[config.mk]
export PLATFORM = sky130hd
export DESIGN_NAME = irq_controller
export DESIGN_NICKNAME = d
export VERILOG_FILES = /design/src/rtl/irq_controller.sv
export SDC_FILE = /design/constraint.sdc
export NUM_CORES = 1
export LEC_CHECK = 0
export ABC_AREA = 1
export BUFFER_PORTS_ARGS = -buffer_cell sky130_fd_sc_hd__buf_2
export CORE_MARGIN = 4
export CORE_UTILIZATION = 37
export DETAILED_ROUTE_END_ITERATION = 8
export GPL_ROUTABILITY_DRIVEN = 0
export GPL_TIMING_DRIVEN = 0
export PLACE_DENSITY_LB_ADDON = 0.25
export SKIP_CTS_REPAIR_TIMING = 1
export SYNTH_ARGS = -nofsm -noshare
export SYNTH_HDL_FRONTEND = slang
export SYNTH_SLANG_ARGS = --single-unit
[constraint.sdc]
create_clock -name clk_i -period 2 [get_ports clk_i]
set_clock_uncertainty 0.1 [all_clocks]
set_input_delay 0.4 -clock clk_i [delete_from_list [all_inputs] [get_ports clk_i]]
set_output_delay 0.4 -clock clk_i [all_outputs]
set_load 0.02 [all_outputs]
[src/rtl/irq_controller.sv]
// irq_controller: fixed-priority, non-nesting interrupt controller.
// Masks level requests with mie, issues a one-cycle trap plus mcause,
// then waits for mret and sends a one-hot acknowledge to the device.
module irq_controller #(
   parameter int          IRQ_NUM    = 16,
   parameter logic [31:0] CAUSE_BASE = 32'h8000_0010
) (
   input  logic               clk_i,
   input  logic               rst_i,
   input  logic [IRQ_NUM-1:0] irq_req_i,
   input  logic [31:0]        mie_i,
   input  logic               exception_i,
   input  logic               mret_i,
   input  logic               stall_i,
   output logic               irq_o,
   output logic [31:0]        irq_cause_o,
   output logic [IRQ_NUM-1:0] irq_ret_o,
   output logic               busy_o
);

   typedef enum logic [1:0] {IDLE, TRAP, SERVICE, RET} state_e;

   state_e      state_q, state_d;
   logic [3:0]  idx_q, idx_d;
   logic        exc_h_q, exc_h_d;

   // Requests are zero-extended to the full mie width; lines above
   // IRQ_NUM never assert, so the upper mie bits cannot matter.
   logic [31:0] pend;
   logic        any_pend;
   logic [3:0]  winner;
   logic        take;

   assign pend     = 32'(irq_req_i) & mie_i;
   assign any_pend = |pend;
   assign take     = any_pend && !stall_i && !exception_i && !exc_h_q;

   // Lowest set pending line wins.
   always_comb begin
      winner = 4'd0;
      for (int i = IRQ_NUM-1; i >= 0; i--)
         if (pend[i]) winner = i[3:0];
   end

   // State, captured index and exception-handler flag registers.
   always_ff @(posedge clk_i or negedge rst_i) begin
      if (!rst_i) begin
         state_q <= IDLE;
         idx_q   <= 4'd0;
         exc_h_q <= 1'b0;
      end else begin
         state_q <= state_d;
         idx_q   <= idx_d;
         exc_h_q <= exc_h_d;
      end
   end

   // Next state; exception in the same cycle as mret always wins.
   always_comb begin
      state_d = state_q;
      idx_d   = idx_q;
      exc_h_d = exc_h_q;
      if (exception_i)  exc_h_d = 1'b1;
      else if (mret_i)  exc_h_d = 1'b0;
      case (state_q)
         IDLE: if (take) begin
            state_d = TRAP;
            idx_d   = winner;
         end
         TRAP:    state_d = SERVICE;
         SERVICE: if (mret_i && !exc_h_q && !exception_i) state_d = RET;
         RET:     state_d = IDLE;
         default: state_d = IDLE;
      endcase
   end

   // Outputs decoded from registers only; cause is held from TRAP to RET.
   always_comb begin
      irq_o       = (state_q == TRAP);
      busy_o      = (state_q != IDLE);
      irq_cause_o = (state_q == IDLE) ? 32'd0 : CAUSE_BASE + {28'd0, idx_q};
      irq_ret_o   = '0;
      for (int i = 0; i < IRQ_NUM; i++)
         irq_ret_o[i] = (state_q == RET) && (idx_q == i[3:0]);
   end

endmodule
# After elaboration in Yosys (flattened, before gate mapping)
# Index checks and enable logic that the tools add are counted.
[word_totals]
inputBits = 53
regBits = 7
[classes]
reduce_logical = 31
muxes = 22
eq_ne = 20
addsub = 1
n_bitwise = 1
[ops]
columns = ["op", "n"]
rows = [
  ["4-bit 2-to-1 mux", 16],
  ["32-bit by 4-bit adder with 32-bit output, first input constant", 1],
  ["16-bit by 32-bit AND with 32-bit output", 1],
  ["4-bit == test, second input constant", 8],
  ["32-bit 2-to-1 mux", 1],
  ["32-bit OR reduction", 1],
  ["1-bit logical AND", 21],
  ["4-bit by 3-bit == test with 1-bit output, second input constant", 4],
  ["4-bit by 2-bit == test with 1-bit output, second input constant", 2],
  ["2-bit case mux with 4 select lines", 1],
  ["2-bit == test, second input constant", 2],
  ["4-bit by 1-bit == test with 1-bit output, second input constant", 1],
  ["4-bit zero test", 1],
  ["2-bit 2-to-1 mux", 2],
  ["2-bit inequality test, second input constant", 2],
  ["2-bit AND reduction", 2],
  ["2-bit nonzero test", 2],
  ["1-bit zero test", 3],
  ["2-bit by 1-bit == test with 1-bit output, second input constant", 1],
  ["2-bit zero test", 1],
  ["1-bit 2-to-1 mux", 2],
]

# Depth between registers and ports, before layout
# Gate-level depths: netlist of run 1.
[depth]
word_depth = 17
mapped_depth = 18

# Worst setup path before layout of run 1
# OpenSTA, ideal clock, no wires.
[synth_timing]
kind = "register -> output"
from = "reg state_q[0]"
to = "out irq_ret_o[0]"
t_required_ns = 1.500
path_buffers = 0
path_slack_ns = 0.324
stages_incl_launch_ff = 4
arrival_ns = 1.176
cell_sequence = "dfrtp_1 ha_1 nand3_1 nor3_1"
[synth_via]
elab_chain_cells = 2
[synth_rtl]
columns = ["item", "line", "rtl"]
rows = [
  ["start: declaration", "23", "state_e state_q, state_d;"],
  ["start signal: assignment", "52", "state_q <= state_d;"],
  ["2-bit == test", "84", "irq_ret_o[i] = (state_q == RET) && (idx_q == i[3:0]);"],
  ["1-bit logical AND", "84", ""],
  ["end: declaration", "17", "output logic [IRQ_NUM-1:0] irq_ret_o,"],
]
# No other way between the ends.

# Worst setup path in the final report of run 1
[layout_timing]
from = "reg state_q[0]"
to = "out irq_cause_o[4]"
[layout_via]
elab_chain_cells = 2
[layout_rtl]
columns = ["item", "line", "rtl"]
rows = [
  ["2-bit zero test", "81", "irq_cause_o = (state_q == IDLE) ? 32'd0 : CAUSE_BASE + {28'd0, idx_q};"],
  ["32-bit 2-to-1 mux", "81", ""],
  ["end: declaration", "16", "output logic [31:0] irq_cause_o,"],
]
# No other way between the ends.

==> results.sh, run 1 <==
export IMPL_result_of_the_run="finished clean"
export IMPL_post_synth_mux_area_share_pct=0
export IMPL_place_ws_ps=319
export IMPL_layout_cell_area_non_filler_um2=1430
export IMPL_area_sequential_um2=175
export IMPL_hold_class="in -> reg"
export IMPL_clock_tree_from_tritoncts="done"
export IMPL_n_fill_cell=264
export IMPL_final_setup_viol_count=0
export IMPL_initial_utilization_pct=38.7
export IMPL_io_pin_count=103
export IMPL_synth_largest_type_area_fraction_pct=22.1
export IMPL_dr_first_iter_drc_count=30
export IMPL_synthSimpleGateAreaFrac_pct=42.6
export IMPL_tritoncts_num_buffers=3
export IMPL_clock_sinks=7
export IMPL_path_common_cell="buf_4"
export IMPL_synth_async_reset_ratio_pct=100
export IMPL_setup_worst_path_end_class="output pin"
export IMPL_post_synth_adder_cell_area_pct=5.27
export IMPL_yosys_top_cells_area="buf_4 22%, dfrtp_1 18%, nand2_1 17%"
export IMPL_synth_top_flop_cell="dfrtp_1"
export IMPL_final_antenna_net_count=0
export IMPL_synth_seq_area_share_pct=18.4
export IMPL_slowest_delay_ps=390
export IMPL_die_span_y_um=58.7
export IMPL_dp_final_hpwl_mm=2.01
export IMPL_synth_enable_flop_cells=0
export IMPL_placement_cell_area_um2=1380
export IMPL_post_synth_xor_area_fraction_pct=0
export IMPL_global_route_wire_length_before_repair_mm=3.66
export IMPL_critical_path_cell_chain="inv_1 -> ha_1 -> buf_4 -> inv_4 -> buf_4 -> buf_2"
export IMPL_final_min_period_over_clock_period_pct=94.5
export IMPL_detail_route_vias_per_cell=4.01
export IMPL_totalNegativeSetupSlack_ps=0
export IMPL_remaining_drc_errors=0
export IMPL_postLayoutSetupSlackWorst_ps=110
export IMPL_antenna_violations_before_repair=0
export IMPL_max_cap_viol_count=0
export IMPL_cts_htree_levels=1
export IMPL_die_area_um2=3440
export IMPL_power_leakage_nw=0.937
export IMPL_place_port_buffers=60
export IMPL_synth_seq_cells=7
export IMPL_worst_setup_path_type="reg -> out"
export IMPL_setup_repair_after_global_routing_missed_its_margin="no"
export IMPL_diodes=0
export IMPL_finalCriticalPeriod_ps=1890
export IMPL_vias=1095
export IMPL_syn_area_per_cell_um2=6.25
export IMPL_first_global_vias=1011
export IMPL_die_width_um=58.7
export IMPL_worst_ep_arrival_time_ps=1390
export IMPL_route_final_wire_length_mm=2.23
export IMPL_worst_setup_hold_path_clk_slew_ps=50
export IMPL_crit_fanout=8
export IMPL_max_vdd_ir_drop_mv=0.541
export IMPL_synth_warning_count=0
export IMPL_globalRouteTotalUtil_pct=13.4
export IMPL_synthCells=152
export IMPL_grt_start_max_net_pins=9
export IMPL_timing_critical_path_required_ps=1500
export IMPL_wl_per_cell_um=8.16
export IMPL_post_synth_instance_area_um2=950
export IMPL_layout_drive_gt1_share_pct=44.4
export IMPL_power_per_cell_area_nw_per_um2=864
export IMPL_dominant_combinational_cell_family_by_area_after_synthesis="simple AND/OR/NAND/NOR gates"
export IMPL_final_net_count=301
export IMPL_syn_to_final_growth_pct=50.9
export IMPL_placeableCoreArea_um2=2450
export IMPL_critical_path_startpoint_type="register"
export IMPL_report_final_slew_viol_count=0
export IMPL_finalHoldViolations=0
export IMPL_multi_input_area_um2=607
export IMPL_synth_compound_area_share_pct=5.53
export IMPL_cpMaxStageDelayCell="dfrtp_1"
export IMPL_maxClockFrequency_ghz=0.529
export IMPL_dr_pass1_iters=4
export IMPL_rows=18
export IMPL_synth_lib_cells_used_distinct=22
export IMPL_cts_path_max_buffers=2
export IMPL_synth_top_cell_by_area="buf_4"
export IMPL_clock_latency_ps=250
export IMPL_globalRoute_totalOverflow=0
export IMPL_clock_root_buffer="clkbuf_4"
## stage by stage
step / hold WS, ps / util [%] / instances / power (mW)
4_1_cts: -134 / 57.3 / 271 / 1.22
6_report: 220 / 58.4 / 273 / 1.24
2_1_floorplan: 4.41 / - / 177 / 0.860
3_3_place_gp: 137 / 56.3 / 267 / 1.07
3_5_place_dp: 141 / 56.3 / 267 / 1.08
5_1_grt: 222 / 58.4 / 273 / 1.38
## critical path, delay by kind of cell, from the launching register on
| kind | cells | cell delay (ps) |
|---|---|---|
| buf+inv | 5 | 590 |
| fa+ha+maj | 1 | 150 |
| flops | 1 | 390 |
## where the power goes
group	total, mW	internal, mW	switching, mW
Sequential	0.266	0.206	0.0603
Clock	0.129	0.0762	0.0533
Combinational	0.843	0.309	0.534
## routing by layer
metal | vias to the layer above | global-route usage, % | routed length (um)
met5 | - | 0 | 0
met4 | 0 | 7.77 | 40
met3 | 4 | 2.63 | 264
met2 | 54 | 24.2 | 1050
met1 | 437 | 14.3 | 870
li1 | 600 | - | -
## final cells by class
| type | count | share of cell area [%] |
|---|---|---|
| tap | 30 | 2.62 |
| buffer | 29 | 15.2 |
| multi-input combinational | 128 | 42.4 |
| timing repair buffer | 62 | 22.2 |
| sequential | 7 | 12.2 |
| clock buffer | 4 | 1.83 |
| inverter | 13 | 3.58 |
## synthesized netlist by cell type (2+ instances only)
library cell and instances:
a21oi_1 3, buf_4 28, dfrtp_1 7, ha_1 4
inv_1 10, inv_2 3, nand2_1 42, nand2_2 5
nand2_4 3, nand3_1 8, nor2_1 23, nor3_1 5
o21ai_1 2
## cell usage in the layout, fill, tap and decap left out, drive strengths merged
| cell | Yosys | routed |
|---|---|---|
| nand3 | 8 | 8 |
| dfrtp | 7 | 7 |
| o31ai | 1 | 1 |
| nor2 | 25 | 25 |
| a32oi | 1 | 1 |
| conb | 1 | 26 |
| ha | 4 | 4 |
| a21oi | 3 | 3 |
| clkbuf | 0 | 4 |
| a31oi | 1 | 1 |
| inv | 13 | 13 |
| o21ai | 3 | 3 |
| nand4 | 1 | 1 |
| nand2 | 50 | 50 |
| nor3 | 5 | 5 |
| buf | 29 | 90 |
| dlygate4sd3 | 0 | 1 |
## final timing paths
| path | startpoint | to | slack (ps) | cells past startpoint |
|---|---|---|---|---|
| min in group asynchronous | rst_i | state_q[0] | 400 | 2 |
| worst max register to register | state_q[0] | idx_q[1] | 520 | 9 |
| worst min-delay path | mret_i | exc_h_q | 220 | 2 |
| max in group asynchronous | rst_i | idx_q[2] | 1240 | 2 |
| worst min register to register | exc_h_q | exc_h_q | 430 | 2 |
| worst max-delay path | state_q[0] | irq_cause_o[4] | 110 | 6 |
## registers in the layout, indices dropped and copies added (netlist names)
register,cells
idx_q,4
state_q,2
exc_h_q,1
## logic make-up after synthesis
logic type	after synthesis
adder cells (fa/ha/maj)	4
buffers and inverters	42
AO/OA/AOI/OAI	9
AND/OR/NAND/NOR	89
flip-flops	7
other	1
Note: power is estimated with default switching activity, not from simulation.
==> run 2: changes to the inputs <==
- SETUP_SLACK_MARGIN: not set -> 0.4
==> results.sh, run 2 (synthesis results as in run 1) <==
export IMPL_largest_reg_flops=4
export IMPL_final_common_cell="buf_4"
export IMPL_clock_sinks=7
export IMPL_syn_to_final_growth_pct=74.3
export IMPL_worst_setup_hold_path_clk_slew_ps=50
export IMPL_clock_root_buffer="clkbuf_4"
export IMPL_hold_class="in -> reg"
export IMPL_worst_setup_path_type="reg -> out"
export IMPL_finalCriticalPeriod_ps=1840
export IMPL_dp_final_hpwl_mm=2.01
export IMPL_remaining_drc_errors=0
export IMPL_route_final_wire_length_mm=2.56
export IMPL_clock_latency_ps=250
export IMPL_regMostFlops="idx_q"
export IMPL_final_net_count=305
export IMPL_cts_path_max_buffers=2
export IMPL_tritoncts_num_buffers=3
export IMPL_layout_drive_gt1_share_pct=52.6
export IMPL_dr_first_iter_drc_count=29
export IMPL_setup_worst_path_end_class="output pin"
export IMPL_rows=18
export IMPL_diodes=0
export IMPL_wl_per_cell_um=9.24
export IMPL_vias=1142
export IMPL_crit_fanout=5
export IMPL_final_min_period_over_clock_period_pct=91.9
export IMPL_layout_common_cells="46 x buf_4, 42 x nand2_1, 38 x buf_2, 26 x conb_1, 21 x nor2_1"
export IMPL_worst_ep_arrival_time_ps=1340
export IMPL_finalHoldViolations=0
export IMPL_dr_pass1_iters=4
export IMPL_placeableCoreArea_um2=2450
export IMPL_setup_repair_after_global_routing_missed_its_margin="yes"
export IMPL_power_per_cell_area_nw_per_um2=980
export IMPL_utilization_pct=67.4
export IMPL_power_leakage_nw=0.975
export IMPL_die_span_y_um=58.7
export IMPL_cts_htree_levels=1
export IMPL_grt_start_max_net_pins=9
export IMPL_globalRouteTotalUtil_pct=13.4
export IMPL_timing_critical_path_required_ps=1500
export IMPL_totalNegativeSetupSlack_ps=0
export IMPL_antenna_violations_before_repair=0
export IMPL_globalRoute_totalOverflow=0
export IMPL_max_cap_viol_count=0
export IMPL_n_fill_cell=235
export IMPL_detail_route_vias_per_cell=4.12
export IMPL_result_of_the_run="finished clean"
export IMPL_max_vdd_ir_drop_mv=0.739
export IMPL_global_route_wire_length_before_repair_mm=3.66
export IMPL_critical_path_startpoint_type="register"
export IMPL_clock_tree_from_tritoncts="done"
export IMPL_report_final_slew_viol_count=0
export IMPL_die_area_um2=3440
export IMPL_final_setup_viol_count=0
export IMPL_largest_registers="idx_q (4), state_q (2), exc_h_q (1)"
export IMPL_maxClockFrequency_ghz=0.544
export IMPL_io_pin_count=103
export IMPL_place_port_buffers=60
export IMPL_first_global_vias=1011
export IMPL_initial_utilization_pct=38.7
export IMPL_die_width_um=58.7
export IMPL_final_antenna_net_count=0
==> run 2: cell types whose count changed in the layout (fill, tap and decap cells not counted), sizes merged <==
cell / previous run / this run
buf: 90 / 94
==> run 2: critical path, stage by stage, from the launching register on <==
cell,delay [ps]
dfrtp_1,420
ha_4,190
nand3_4,120
nor3_4,210
buf_6,140
==> run 2: where the power goes <==
part | internal [mW] | leakage [nW] | total [mW] | switching (mW)
sequential | 0.212 | 0.0794 | 0.312 | 0.100
combinational | 0.522 | 0.880 | 1.18 | 0.659
clock | 0.0762 | 0.0150 | 0.130 | 0.0534
total | 0.809 | 0.975 | 1.62 | 0.813
==> run 2: area by class of cell <==
type | count | area [um^2] | share of cell area, %
multi-input combinational | 128 | 692 | 41.8
timing repair buffer | 66 | 429 | 25.9
buffer | 29 | 233 | 14.1
sequential | 7 | 179 | 10.8
inverter | 13 | 58.8 | 3.55
tap | 30 | 37.5 | 2.27
clock buffer | 4 | 26.3 | 1.59
==> run 2: per-stage QoR <==
step | instances | cell area (um^2) | hold slack, ps | setup WS, ps | power (mW)
final | 277 | 1660 | 223 | 162 | 1.62
after global routing | 277 | 1660 | 222 | 87.1 | 1.76
after CTS | 271 | 1410 | -134 | 38.7 | 1.22
after detailed placement | 267 | 1380 | 141 | 319 | 1.08
after global placement | 267 | 1380 | 137 | 328 | 1.07
after floorplan | 177 | 1040 | 4.41 | 324 | 0.860
==> run 2: metal layers <==
layer / wire length, um / track usage [%] / up-vias / part of all wire, %
met5: 0 / 0 / - / 0
met4: 24 / 7.77 / 0 / 0.94
met3: 242 / 2.63 / 2 / 9.5
met2: 1340 / 24.2 / 54 / 52
met1: 950 / 14.3 / 472 / 37
li1: - / - / 614 / -
==> run 2: worst paths after layout <==
path / from / to / slack (ps) / cells past startpoint
max reg2reg: state_q[0] / idx_q[1] / 550 / 9
min reg2reg: exc_h_q / exc_h_q / 430 / 2
min in group asynchronous: rst_i / state_q[0] / 410 / 2
max in group asynchronous: rst_i / idx_q[1] / 1220 / 2
min: mret_i / exc_h_q / 220 / 2
max: state_q[0] / irq_ret_o[0] / 160 / 4
